<file path="config.mk">
export PLATFORM = sky130hd
export DESIGN_NAME = dshot_tx_flat
export DESIGN_NICKNAME = d
export VERILOG_FILES = /design/src/rtl/dshot_tx_if.sv /design/src/rtl/dshot_tx.sv /design/src/flat_wrapper.sv
export SDC_FILE = /design/constraint.sdc
export NUM_CORES = 1
export LEC_CHECK = 0
export BUFFER_PORTS_ARGS = -buffer_cell sky130_fd_sc_hd__buf_2
export CAP_MARGIN = 10
export CORE_UTILIZATION = 35
export DETAILED_ROUTE_END_ITERATION = 10
export SETUP_SLACK_MARGIN = 0.02
export SLEW_MARGIN = 15
export SYNTH_ARGS = -nofsm -noshare
export SYNTH_HDL_FRONTEND = slang
export SYNTH_SLANG_ARGS = --single-unit
export TNS_END_PERCENT = 1
</file>
<file path="constraint.sdc">
create_clock -name clk -period 3 [get_ports clk]
set_clock_uncertainty 0.1 [all_clocks]
set_input_delay 0.6 -clock clk [delete_from_list [all_inputs] [get_ports clk]]
set_output_delay 0.6 -clock clk [all_outputs]
set_load 0.05 [all_outputs]
</file>
<file path="src/rtl/dshot_tx_if.sv">
// Request-side handshake for the DShot transmitter: command payload plus valid/ready.
interface dshot_tx_if;
    logic [10:0] throttle;
    logic        telemetry;
    logic        send_valid;
    logic        send_ready;

    modport master (
        output throttle,
        output telemetry,
        output send_valid,
        input  send_ready
    );

    modport slave (
        input  throttle,
        input  telemetry,
        input  send_valid,
        output send_ready
    );
endinterface

</file>
<file path="src/rtl/dshot_tx.sv">
// DShot frame transmitter: latches throttle+telemetry, appends the 4-bit CRC and
// serialises 16 bits MSB-first with duty-cycle encoding, followed by a low gap.
module dshot_tx #(
    parameter int BIT_CLKS = 107,
    parameter int T1H_CLKS = 80,
    parameter int T0H_CLKS = 40,
    parameter int GAP_CLKS = 214
) (
    input  logic       clk,
    input  logic       rst_n,
    dshot_tx_if.slave  bus,
    output logic       dshot_out,
    output logic       busy,
    output logic       frame_done
);

    localparam int CNT_MAX = (BIT_CLKS > GAP_CLKS) ? BIT_CLKS : GAP_CLKS;
    localparam int CNT_W   = $clog2(CNT_MAX + 1);

    localparam logic [CNT_W-1:0] BIT_LAST    = CNT_W'(BIT_CLKS - 1);
    localparam logic [CNT_W-1:0] BIT_PRELAST = CNT_W'(BIT_CLKS - 2);
    localparam logic [CNT_W-1:0] T1H_LAST    = CNT_W'(T1H_CLKS - 1);
    localparam logic [CNT_W-1:0] T0H_LAST    = CNT_W'(T0H_CLKS - 1);
    localparam logic [CNT_W-1:0] GAP_LAST    = CNT_W'(GAP_CLKS - 1);

    generate
        if (!((T0H_CLKS > 0) && (T0H_CLKS < T1H_CLKS) && (T1H_CLKS < BIT_CLKS) && (GAP_CLKS >= 1))) begin : g_bad_params
            $error("dshot_tx: need 0 < T0H_CLKS < T1H_CLKS < BIT_CLKS and GAP_CLKS >= 1");
        end
    endgenerate

    typedef enum logic [1:0] {
        IDLE,
        BIT_HIGH,
        BIT_LOW,
        GAP
    } state_t;

    state_t           state;
    logic [CNT_W-1:0] cnt;
    logic [3:0]       bit_idx;
    logic [15:0]      frame;

    logic [11:0]      payload;
    logic [3:0]       crc;
    logic [CNT_W-1:0] high_last;
    logic             last_bit_ending;

    assign payload = {bus.throttle, bus.telemetry};
    assign crc     = payload[3:0] ^ payload[7:4] ^ payload[11:8];

    assign high_last = frame[bit_idx] ? T1H_LAST : T0H_LAST;

    // GAP is entered one cycle early so frame_done lines up with the final low cycle of bit 0.
    assign last_bit_ending = (bit_idx == 4'd0) && (cnt == BIT_PRELAST);

    always_ff @(posedge clk or negedge rst_n) begin
        if (!rst_n) begin
            state          <= IDLE;
            cnt            <= '0;
            bit_idx        <= 4'd0;
            frame          <= 16'h0000;
            dshot_out      <= 1'b0;
            bus.send_ready <= 1'b1;
            busy           <= 1'b0;
            frame_done     <= 1'b0;
        end else begin
            frame_done <= 1'b0;
            case (state)
                IDLE: begin
                    if (bus.send_valid && bus.send_ready) begin
                        frame          <= {payload, crc};
                        bit_idx        <= 4'd15;
                        cnt            <= '0;
                        dshot_out      <= 1'b1;
                        bus.send_ready <= 1'b0;
                        busy           <= 1'b1;
                        state          <= BIT_HIGH;
                    end
                end

                BIT_HIGH: begin
                    cnt <= cnt + 1'b1;
                    if (last_bit_ending) begin
                        cnt        <= '0;
                        dshot_out  <= 1'b0;
                        frame_done <= 1'b1;
                        state      <= GAP;
                    end else if (cnt == high_last) begin
                        dshot_out <= 1'b0;
                        state     <= BIT_LOW;
                    end
                end

                BIT_LOW: begin
                    cnt <= cnt + 1'b1;
                    if (last_bit_ending) begin
                        cnt        <= '0;
                        frame_done <= 1'b1;
                        state      <= GAP;
                    end else if (cnt == BIT_LAST) begin
                        bit_idx   <= bit_idx - 4'd1;
                        cnt       <= '0;
                        dshot_out <= 1'b1;
                        state     <= BIT_HIGH;
                    end
                end

                GAP: begin
                    cnt <= cnt + 1'b1;
                    if (cnt == GAP_LAST) begin
                        cnt            <= '0;
                        bus.send_ready <= 1'b1;
                        busy           <= 1'b0;
                        state          <= IDLE;
                    end
                end

                default: begin
                    state <= IDLE;
                end
            endcase
        end
    end

endmodule

</file>
<file path="src/flat_wrapper.sv">
// flat-port wrapper written by rule: the top's interface ports become plain ports
module dshot_tx_flat 
#(
    parameter int BIT_CLKS = 107,
    parameter int T1H_CLKS = 80,
    parameter int T0H_CLKS = 40,
    parameter int GAP_CLKS = 214
)
  (clk, rst_n, dshot_out, busy, frame_done, bus_throttle, bus_telemetry, bus_send_valid, bus_send_ready);
  dshot_tx_if bus_i ();
  input  logic clk;
  input  logic rst_n;
  output logic dshot_out;
  output logic busy;
  output logic frame_done;
  input wire logic [$bits(bus_i.throttle)-1:0] bus_throttle;
  input wire logic [$bits(bus_i.telemetry)-1:0] bus_telemetry;
  input wire logic [$bits(bus_i.send_valid)-1:0] bus_send_valid;
  output wire logic [$bits(bus_i.send_ready)-1:0] bus_send_ready;
  assign bus_i.throttle = bus_throttle;
  assign bus_i.telemetry = bus_telemetry;
  assign bus_i.send_valid = bus_send_valid;
  assign bus_send_ready = bus_i.send_ready;
  dshot_tx #(.BIT_CLKS(BIT_CLKS), .T1H_CLKS(T1H_CLKS), .T0H_CLKS(T0H_CLKS), .GAP_CLKS(GAP_CLKS)) u_core (.clk(clk), .rst_n(rst_n), .bus(bus_i), .dshot_out(dshot_out), .busy(busy), .frame_done(frame_done));
endmodule
</file>
* After elaboration in Yosys (flattened, before gate mapping)
Cells that the tools add are included.
** Operators by class
- $add $sub $neg :: 2
- Order comparisons :: 1
- Eq/ne operators :: 13
- Multiplexer cells :: 33
- Bitwise logic cells :: 2
- Reduce and logical (&&, ||, !) cells :: 13
** Operator list (count)
- $mux 8 :: 5
- $pmux 8 s4 :: 1
- $eq 8x7->1 const B :: 2
- $mux 2 :: 6
- $mux 4 :: 3
- $mux 1 :: 11
- $add 8x1->8 const B :: 1
- $eq 8x8->1 :: 1
- $eq 8x8->1 const B :: 1
- $pmux 2 s4 :: 1
- $pmux 4 s2 :: 1
- $reduce_and 4->1 :: 2
- $xor 4x4->4 :: 2
- $mux 7 :: 1
- $ne 2x1->1 const B :: 3
- $ne 3x1->1 const B :: 2
- $lt 4x5->1 const B :: 1
- $reduce_and 5->1 :: 1
- $bmux 1 s4 :: 1
- $eq 2x2->1 const B :: 2
- $logic_not 4->1 :: 1
- $pmux 1 s2 :: 2
- $reduce_bool 2->1 :: 2
- $sub 4x1->4 const B :: 1
- 9 further kinds :: 10
** Storage, ports and cells
- Flip-flop bits (word level) :: 34
- Output and inout bits :: 4
- Word-level logic and storage cells :: 72

* Logic depth before layout (Yosys ltp)
Gate-level depths: netlist (run 1).
- Depth in word-level cells :: 7
- Mapped depth :: 9
- Depth with buffers taken out :: 8

* Worst setup path after synthesis (run 1)
OpenSTA, ideal clock, no wires.
- Kind :: flip-flop to flip-flop
- Start point :: register u_core.bit_idx[1]
- End point :: register u_core.bit_idx[3]
- Setup time :: 130 ps
- Arrival time :: 2034 ps
- Required time :: 2770 ps
- Path slack :: 735 ps
- Stages on the path, launching flop included :: 10
- Path buffers :: 1
- Cell sequence :: dfrtp_1 buf_2 inv_1 ha_1 nor4bb_1 and3_4 a211o_1 or4_1 xor2_1 o31ai_1
** Between the ends
- Longest elaborated chain between the ends :: 4
- Elaborated cells on any way between the ends :: 8
** Ends and longest elaborated chain
- from (decl) :: line dshot_tx.sv:41 : logic [3:0] bit_idx;
- from (signal assigned) :: line dshot_tx.sv:102 : bit_idx <= bit_idx - 4'd1;
- $sub 4x1->4 / $logic_not 4->1 (equally long branches) :: line dshot_tx.sv:102, dshot_tx.sv:55
- $mux 4 / $logic_and 1x1->1 (equally long branches) :: line dshot_tx.sv:101, dshot_tx.sv:55
- $mux 4 / $ne 2x2->1 (equally long branches)
- $pmux 4 s2 / $reduce_and 4->1 (equally long branches)
Parallel ways exist; a longest one is shown, timed or not. The select of a mux whose other input is x is not followed.
A chain may end at the register's enable or synchronous reset.

* Worst setup path in the final report (run 1)
- Start point :: register u_core.bit_idx[0]
- End point :: register u_core.bit_idx[3]
The elaborated chain is that of the path after synthesis.

==> results of run 1 <==
[sequential cells by signal, indices dropped and copies added (netlist names)]
signal,flops
u_core.bit_idx,4
u_core.bus.send_ready,1
u_core.busy,1
u_core.cnt,8
u_core.dshot_out,1
u_core.frame,16
u_core.frame_done,1
u_core.state,2
[per-stage QoR]
step                instances   power, W  hold WS (ps)  setup slack [ps]  util, %
finish                    286   0.001017         280.7             475.5    43.38
global route              286   0.001050         344.1             339.2    43.38
CTS                       286   0.001030         311.2             491.0    43.38
detailed placement        278  0.0005021         378.7             499.7    40.67
global placement          278  0.0005019         365.6             588.9    40.67
floorplan                 192  0.0004781         204.4             735.3        -
[cell type report]
cell class                 instances  area (sq um)  area share (%)
clock inverter                     2         60.06           2.627
timing repair buffer              20         105.1           4.598
inverter                          10         37.54           1.642
sequential                        34         852.1           37.27
clock buffer                       6         82.58           3.612
multi-input combinational        144          1061           46.42
tap                               70         87.58           3.831
[worst register-to-register path, stage by stage (launching register included)]
cell and delay [ps]:
dfrtp_1 570, inv_1 100, ha_1 240, nor4bb_1 160
and3_4 210, a211o_1 360, or4_1 440, xor2_1 150
o31ai_1 80
[final timing paths]
kind / slack [ps] / depth (start not counted) / from / to
min: 280 / 1 / rst_n / u_core.cnt[1]$_DFFE_PN0N_
min in group clk: 390 / 2 / u_core.frame[0]$_DFFE_PN0P_ / u_core.frame[0]$_DFFE_PN0P_
min reg2reg: 390 / 2 / u_core.frame[0]$_DFFE_PN0P_ / u_core.frame[0]$_DFFE_PN0P_
max in group asynchronous: 2040 / 1 / rst_n / u_core.dshot_out$_DFFE_PN0P_
max reg2reg: 480 / 8 / u_core.bit_idx[0]$_DFFE_PN0P_ / u_core.bit_idx[3]$_DFFE_PN0P_
max: 480 / 8 / u_core.bit_idx[0]$_DFFE_PN0P_ / u_core.bit_idx[3]$_DFFE_PN0P_
[layout by cell type, fill, tap and decap left out, types with 2 or more instances in the layout]
master	instances
a211oi_1	3
bufinv_16	2
xor2_1	6
a221o_1	2
ha_1	9
a2111oi_0	2
buf_4	2
nand3_1	6
nor2_1	12
o211ai_1	2
dfrtp_1	33
mux2i_1	9
nor2b_1	4
o21ai_1	7
and3_1	2
and2_1	4
nor4bb_1	2
xnor2_1	7
nor3_1	2
inv_1	10
a21boi_0	2
clkbuf_8	6
buf_2	18
a221oi_1	3
o31ai_1	2
a31oi_1	3
nand2_1	13
a21oi_1	13
mux2_2	12
o21ai_0	5
[routing by layer]
layer / vias up / global-route usage [%]
li1: 744 / -
met1: 722 / 19.31
met2: 19 / 22.86
met3: 5 / 3.214
met4: 0 / 5.660
met5: - / 0
[power groups by stage]
stage               sequential (W)  clock, W  combinational [W]
floorplan                 0.000467         0          0.0000110
CTS                       0.000458  0.000537          0.0000351
detailed placement        0.000467         0          0.0000351
global placement          0.000467         0          0.0000350
global route              0.000458  0.000554          0.0000383
finish                    0.000458  0.000525          0.0000332
[cell families after synthesis]
| family | after synthesis | share of synthesized area, % |
|---|---|---|
| adder cells (fa/ha/maj) | 9 | 5.714 |
| AO/OA/AOI/OAI | 48 | 16.25 |
| multiplexers | 21 | 11.43 |
| XOR/XNOR | 13 | 5.778 |
| AND/OR/NAND/NOR | 53 | 14.67 |
| buffers and inverters | 14 | 2.921 |
| flip-flops | 34 | 43.24 |
==> flow_summary.json, run 1 <==
{
  "initial_util_pct": 37.39,
  "core_region_area_sq_mm": 0.005270,
  "syn-mean-instance-area_sq_um": 10.26,
  "pin_count": 19,
  "netlist_area_sq_mm": 0.001971,
  "detail_route.iter0.violations": 85,
  "cp_top_family": "simple AND/OR/NAND/NOR gates",
  "gp_routability_congestion": 0.8431,
  "seq_area_frac_synth_pct": 43.24,
  "buffer_count_from_post_cts_setup_fixing": 0,
  "synth_top_area_cell": "dfrtp_1",
  "fp.dieArea_sq_mm": 0.005934,
  "period_utilization_pct": 84.15,
  "clock_power_share_pct": 51.7,
  "cell_types_occupying_the_most_area_after_synthesis": "dfrtp_1, mux2_2, ha_1, mux2i_1, a21oi_1",
  "post_cts_resized": 0,
  "outcome": "finished, final reports clean",
  "crit_type": "reg -> reg",
  "dr_wl_met2_mm": 1.878,
  "ys_seq_elements": 34,
  "fin_crit_ps": 2525,
  "switchingPower_w": 0.0001900,
  "drcViolationCount": 0,
  "m1WireLength_mm": 1.966,
  "hpwl_after_detailed_placement_mm": 2.928,
  "maxCapViolations": 0,
  "placementRows": 26,
  "timing.critical_path.cells": "inv_1 > ha_1 > nor4bb_1 > and3_4 > a211o_1 > or4_1 > xor2_1 > o31ai_1",
  "via_per_inst": 5.210,
  "vias": 1490,
  "drive_gt1_share_pct": 21.30,
  "cts_hold_buf": 0,
  "seq_power_share_pct": 45.1,
  "clock_tree.htree_level_count": 2,
  "report.final.hold_viol_count": 0,
  "final_setup_fails": 0,
  "die_height_um": 77.04,
  "clk_latency_ps": 290,
  "endpoint_kind": "register",
  "ant_nets": 0,
  "grt_pass1_vias": 1467,
  "nets": 239,
  "placed_cell_area_sq_mm": 0.002143,
  "asyncSetResetFlopFracSynth_pct": 100.0,
  "worst_max_slew_pin_slew_ps": 750.6,
  "min-delay-path-class": "in -> async",
  "max-slew-margin-rel_pct": 49.96,
  "crit_path_largest_cell_delay_ps": 570,
  "worstPathBufferInverterCount": 1,
  "cp_data_arrival_time_ps": 2590,
  "cts_sinks": 34,
  "critPathRequiredTime_ps": 3070,
  "synth_edf_count": 0,
  "grt_overflow": 0,
  "synth.most_common_cell": "dfrtp_1",
  "max_freq_mhz": 396.1,
  "power_frac_comb_pct": 3.3,
  "critical_path.max_fanout": 11,
  "synth.lib_cells_used.distinct": 42,
  "global_route.usage.total_pct": 14.51,
  "synth-warning-count": 0,
  "internal_power_w": 0.0008267,
  "wl_per_cell_um": 14.04,
  "critical_path.startpoint_type": "register",
  "antenna_cells": 0,
  "rsz0062_at_grt": "false",
  "cellLeakagePower_nw": 1.041,
  "slowest_stage": "dfrtp_1",
  "buffer_ports.inserted": 18,
  "cts_buffers": 5,
  "met3_length_um": 120,
  "route.final.wire_length_mm": 4.016,
  "clkSlewWorstSetupHoldPaths_ps": 70,
  "fillerInstances": 542,
  "finalMaxSlewViolations": 0,
  "tns_ps": 0,
  "mappedNetlistNets": 216,
  "power.density_cell_area_mw_per_mm2": 444.7,
  "synth_commonest_cells": "dfrtp_1, a21oi_1, nand2_1, mux2_2, nor2_1",
  "synth.top_cell.area_share_pct": 41.90,
  "global_route_wire_length_before_repair_mm": 6.810,
  "postSynthCellCount": 192,
  "sw_frac_of_total_pct": 18.68,
  "drt_pre_antenna_iters": 4,
  "top_signal_layer_used": "met4",
  "worst_vdd_drop_uv": 232.1,
  "ys.flop_type": "dfrtp_1",
  "clock_tree.buffer_depth": 2,
  "cts_tree": "built",
  "pin_count_of_the_biggest_net_entering_global_routing": 35,
  "clock-root-buffer": "clkbuf_8",
  "grt_antenna_before_repair": 0,
  "area.growth.synth_to_final_pct": 16.00,
  "horizontal_die_dimension_um": 77.04,
  "final_design_area_no_fill_sq_mm": 0.002286
}
Note: power is estimated with default switching activity, not from simulation.
==> run 2: changes to the inputs <==
Clock period 3 ns to 2.6 ns, I/O delays scaled along.
==> run 2 against run 1 <==
  * Register-to-register slack got worse by 310 ps
  * Non-clock buffer count increased by 3
  * Largest cell class unchanged
  * Clock power decreased by 6.1%
  * Critical path type unchanged
  * Largest power group is now sequential cells
==> flow_summary.json, run 2 (synthesis results as in run 1) <==
{
  "wl_per_cell_um": 14.40,
  "critical_path.max_fanout": 7,
  "min-delay-path-class": "in -> async",
  "report.final.hold_viol_count": 0,
  "clkSlewWorstSetupHoldPaths_ps": 70,
  "m1WireLength_mm": 2.006,
  "cts_hold_buf": 0,
  "largest_reg_flops": 16,
  "grt_antenna_before_repair": 0,
  "worst_vdd_drop_uv": 200.2,
  "mostFrequentLayoutCells": "dfrtp_1, buf_2, nand2_1, a21oi_1",
  "cts_buffers": 5,
  "drcViolationCount": 0,
  "pin_count_of_the_biggest_net_entering_global_routing": 35,
  "critPathRequiredTime_ps": 2670,
  "power.density_cell_area_mw_per_mm2": 465.6,
  "pin_count": 19,
  "vias": 1514,
  "drive_gt1_share_pct": 22.02,
  "hpwl_after_detailed_placement_mm": 2.965,
  "max-slew-margin-rel_pct": 48.57,
  "buffer_count_from_post_cts_setup_fixing": 0,
  "via_per_inst": 5.257,
  "crit_path_largest_cell_delay_ps": 440,
  "endpoint_kind": "register",
  "die_height_um": 77.04,
  "rsz0062_at_grt": "false",
  "mostFrequentLayoutCell": "dfrtp_1",
  "finalMaxSlewViolations": 0,
  "outcome": "finished, final reports clean",
  "detail_route.iter0.violations": 62,
  "area.growth.synth_to_final_pct": 15.62,
  "cp_data_arrival_time_ps": 2500,
  "route.final.wire_length_mm": 4.147,
  "cts_tree": "built",
  "cp_top_family": "compound AO/OA/AOI/OAI gates",
  "slowest_stage": "dfrtp_1",
  "worst_max_slew_pin_slew_ps": 771.4,
  "fp.dieArea_sq_mm": 0.005934,
  "grt_overflow": 0,
  "crit_type": "reg -> reg",
  "clock-root-buffer": "clkbuf_8",
  "ant_nets": 0,
  "initial_util_pct": 37.39,
  "critical_path.startpoint_type": "register",
  "gp_routability_congestion": 0.8238,
  "antenna_cells": 0,
  "global_route.usage.total_pct": 15.60,
  "max_freq_mhz": 411.6,
  "clock_tree.buffer_depth": 2,
  "registers.top_by_ff_count": "u_core.frame",
  "maxCapViolations": 0,
  "global_route_wire_length_before_repair_mm": 7.217,
  "placementRows": 26,
  "utilization_pct": 43.23,
  "timing.critical_path.cells": "inv_1 > ha_1 > a21bo_2 > o21ai_0 > a211o_1 > or4_1 > xor2_1 > o31ai_1",
  "final_setup_fails": 0,
  "clk_latency_ps": 290,
  "period_utilization_pct": 93.45,
  "core_region_area_sq_mm": 0.005270,
  "drt_pre_antenna_iters": 4,
  "nets": 242,
  "fin_crit_ps": 2430,
  "largest_registers": "u_core.frame (16), u_core.cnt (8), u_core.bit_idx (4)",
  "cts_sinks": 34,
  "worstPathBufferInverterCount": 1,
  "horizontal_die_dimension_um": 77.04,
  "grt_pass1_vias": 1498,
  "clock_tree.htree_level_count": 2,
  "dr_wl_met2_mm": 1.956,
  "tns_ps": 0,
  "top_signal_layer_used": "met4",
  "cellLeakagePower_nw": 1.041,
  "met3_length_um": 109,
  "buffer_ports.inserted": 18,
  "post_cts_resized": 0
}
## run 2: changes by cell type in the layout (fill, tap and decap cells not counted), sizes merged
cell / before / now
buf: 20 / 23
bufinv: 2 / 1
## run 2: cell type report
| type | instances | area, sq um |
|---|---|---|
| sequential | 34 | 852.1 |
| timing repair buffer | 23 | 127.6 |
| fill | 530 | 2992 |
| clock inverter | 1 | 30.03 |
| inverter | 10 | 37.54 |
| multi-input combinational | 144 | 1061 |
| clock buffer | 6 | 82.58 |
| tap | 70 | 87.58 |
## run 2: stage by stage
stage / hold slack [ps] / total power (W) / worst slack [ps] / instance area, sq um / instances
6_report: 201.1 / 0.001061 / 170.3 / 2278 / 288
5_1_grt: 267.1 / 0.001105 / 31.94 / 2278 / 288
4_1_cts: 230.1 / 0.001079 / 192.6 / 2278 / 288
3_5_place_dp: 373.6 / 0.0005796 / 230.3 / 2166 / 281
3_3_place_gp: 355.7 / 0.0005792 / 263.8 / 2166 / 281
2_1_floorplan: 124.4 / 0.0005517 / 335.3 / 1971 / 192
## run 2: final timing paths
check | start | endpoint | slack [ps] | cells after the start
max in group asynchronous | rst_n | u_core.frame[12]$_DFFE_PN0P_ | 1700 | 1
min in group clk | u_core.frame[0]$_DFFE_PN0P_ | u_core.frame[0]$_DFFE_PN0P_ | 380 | 2
worst max register to register | u_core.state[0]$_DFFE_PN0P_ | u_core.bit_idx[3]$_DFFE_PN0P_ | 170 | 8
worst min-delay path | rst_n | u_core.cnt[3]$_DFFE_PN0N_ | 200 | 1
worst max-delay path | u_core.state[0]$_DFFE_PN0P_ | u_core.bit_idx[3]$_DFFE_PN0P_ | 170 | 8
worst min register to register | u_core.frame[0]$_DFFE_PN0P_ | u_core.frame[0]$_DFFE_PN0P_ | 380 | 2
## run 2: report_power, final
part | leakage (nW) | switching, W | total [W] | internal [W]
combinational | 0.527 | 0.0000232 | 0.0000393 | 0.0000161
sequential | 0.456 | 0 | 0.000529 | 0.000529
clock | 0.0573 | 0.000186 | 0.000493 | 0.000307
total | 1.04 | 0.000209 | 0.00106 | 0.000852
## run 2: metal layers
layer  GRT usage, %  up-vias
met5              0        -
met1          20.86      744
li1               -      747
met2          23.75       17
met4          6.981        0
met3          3.810        6
==> run 3: changes to the inputs <==
Settings changed: CORE_UTILIZATION 35 to 45.
==> run 3 against run 2 <==
  * Clock power shrank 0.8%
  * Worst setup slack gained 54 ps
  * Routed wire length shrank 4.3%
  * Core utilization grew 12 points
  * Worst hold slack gained 2.4 ps
  * Die area shrank 22%
  * Power shrank 0.30%
  * Combinational power grew 1%
  * Highest routed layer unchanged
  * Sequential power is essentially flat
  * Count of clock-buffer cells in the layout is the same
  * Non-clock buffer count grew 1
  * Design area shrank 0.71%
  * Critical path type unchanged
==> flow_summary.json, run 3 (synthesis results as in run 1) <==
{
  "die_height_um": 68.18,
  "core_region_area_sq_mm": 0.004115,
  "route.final.wire_length_mm": 3.970,
  "nets": 243,
  "endpoint_kind": "register",
  "hpwl_after_detailed_placement_mm": 3.007,
  "critical_path.max_fanout": 8,
  "final_setup_fails": 0,
  "critPathRequiredTime_ps": 2670,
  "largest_registers": "u_core.frame (16), u_core.cnt (8), u_core.bit_idx (4)",
  "worst_vdd_drop_uv": 255.6,
  "fp.dieArea_sq_mm": 0.004648,
  "pin_count_of_the_biggest_net_entering_global_routing": 35,
  "outcome": "finished, final reports clean",
  "initial_util_pct": 47.89,
  "clock-root-buffer": "clkbuf_8",
  "mostFrequentLayoutCells": "dfrtp_1, buf_2, nand2_1, a21oi_1",
  "max-slew-margin-rel_pct": 49.07,
  "cts_hold_buf": 0,
  "wl_per_cell_um": 14.76,
  "global_route_wire_length_before_repair_mm": 6.658,
  "fin_crit_ps": 2375,
  "placementRows": 23,
  "cts_sinks": 34,
  "finalMaxSlewViolations": 0,
  "min-delay-path-class": "in -> async",
  "hold_worst_slack_ps": 203.5,
  "grt_antenna_before_repair": 0,
  "mostFrequentLayoutCell": "dfrtp_1",
  "drt_pre_antenna_iters": 4,
  "clock_tree.htree_level_count": 2,
  "buffer_ports.inserted": 18,
  "power.density_cell_area_mw_per_mm2": 467.6,
  "rsz0062_at_grt": "false",
  "area.growth.synth_to_final_pct": 14.79,
  "max_freq_mhz": 421.0,
  "buffer_count_from_post_cts_setup_fixing": 0,
  "post_cts_resized": 0,
  "crit_type": "reg -> reg",
  "critical_path.startpoint_type": "register",
  "rr_startpoint": "u_core.bit_idx[0]$_DFFE_PN0P_",
  "cellLeakagePower_nw": 1.043,
  "cts_tree": "built",
  "cp_data_arrival_time_ps": 2450,
  "largest_reg_flops": 16,
  "via_per_inst": 5.554,
  "cts_buffers": 5,
  "period_utilization_pct": 91.36,
  "vias": 1494,
  "grt_overflow": 0,
  "maxCapViolations": 0,
  "clock_tree.buffer_depth": 2,
  "antenna_cells": 0,
  "global_route.usage.total_pct": 19.78,
  "gp_routability_congestion": 0.9123,
  "clk_latency_ps": 290,
  "clkSlewWorstSetupHoldPaths_ps": 70,
  "horizontal_die_dimension_um": 68.18,
  "drcViolationCount": 0,
  "worst_max_slew_pin_slew_ps": 763.9,
  "registers.top_by_ff_count": "u_core.frame",
  "rr_endpoint": "u_core.bit_idx[3]$_DFFE_PN0P_",
  "grt_pass1_vias": 1425,
  "reg2reg_depth": 8,
  "drive_gt1_share_pct": 22.83,
  "tns_ps": 0,
  "detail_route.iter0.violations": 51,
  "report.final.hold_viol_count": 0,
  "pin_count": 19,
  "ant_nets": 0,
  "rrSetupSlack_ps": 220
}
[run 3: worst max-delay path, cell delays in order (launching register included)]
cell	delay [ps]
dfrtp_1	460
inv_1	70
ha_1	230
nor4bb_1	160
and3_4	210
a211o_1	360
or4_1	430
xor2_1	150
o31ai_1	80
[run 3: power breakdown]
group          internal [W]  switching, W
clock network      0.000306      0.000183
registers          0.000529             0
logic             0.0000162     0.0000236
total              0.000852      0.000206
[run 3: final cells by class]
type | instances | area, sq um
Inverter | 10 | 37.54
Multi-Input combinational cell | 144 | 1061
Fill cell | 355 | 1853
Timing Repair Buffer | 24 | 135.1
Sequential cell | 34 | 853.3
Clock buffer | 6 | 82.58
Clock inverter | 1 | 30.03
Tap cell | 50 | 62.56
[run 3: metrics by stage]
stage	worst slack, ps	power [W]	area [sq um]	cells	utilization [%]
after floorplan	335.3	0.0005517	1971	192	-
after global placement	277.8	0.0005780	2148	262	52.20
after detailed placement	198.4	0.0005801	2148	262	52.20
after CTS	195.7	0.001079	2261	269	54.94
after global routing	39.62	0.001100	2262	269	54.97
final	224.6	0.001058	2262	269	54.97
[run 3: worst max-delay path by stage]
stage	startpoint	to	slack, ps	depth (start not counted)
floorplan	u_core.bit_idx[1]$_DFFE_PN0P_	u_core.bit_idx[3]$_DFFE_PN0P_	340	9
detailed placement	u_core.state[0]$_DFFE_PN0P_	u_core.bit_idx[3]$_DFFE_PN0P_	200	8
CTS	u_core.state[0]$_DFFE_PN0P_	u_core.bit_idx[3]$_DFFE_PN0P_	200	8
finish	u_core.bit_idx[0]$_DFFE_PN0P_	u_core.bit_idx[3]$_DFFE_PN0P_	220	8
global route	u_core.bit_idx[0]$_DFFE_PN0P_	u_core.state[0]$_DFFE_PN0P_	40	7
global placement	u_core.state[0]$_DFFE_PN0P_	u_core.bit_idx[3]$_DFFE_PN0P_	280	8
[run 3: routing by layer]
layer,global-route usage [%],wire length (um),vias up
li1,-,-,753
met1,26.33,1994,713
met2,30.51,1792,23
met3,5.500,124,5
met4,7.031,59,0
met5,0,0,-
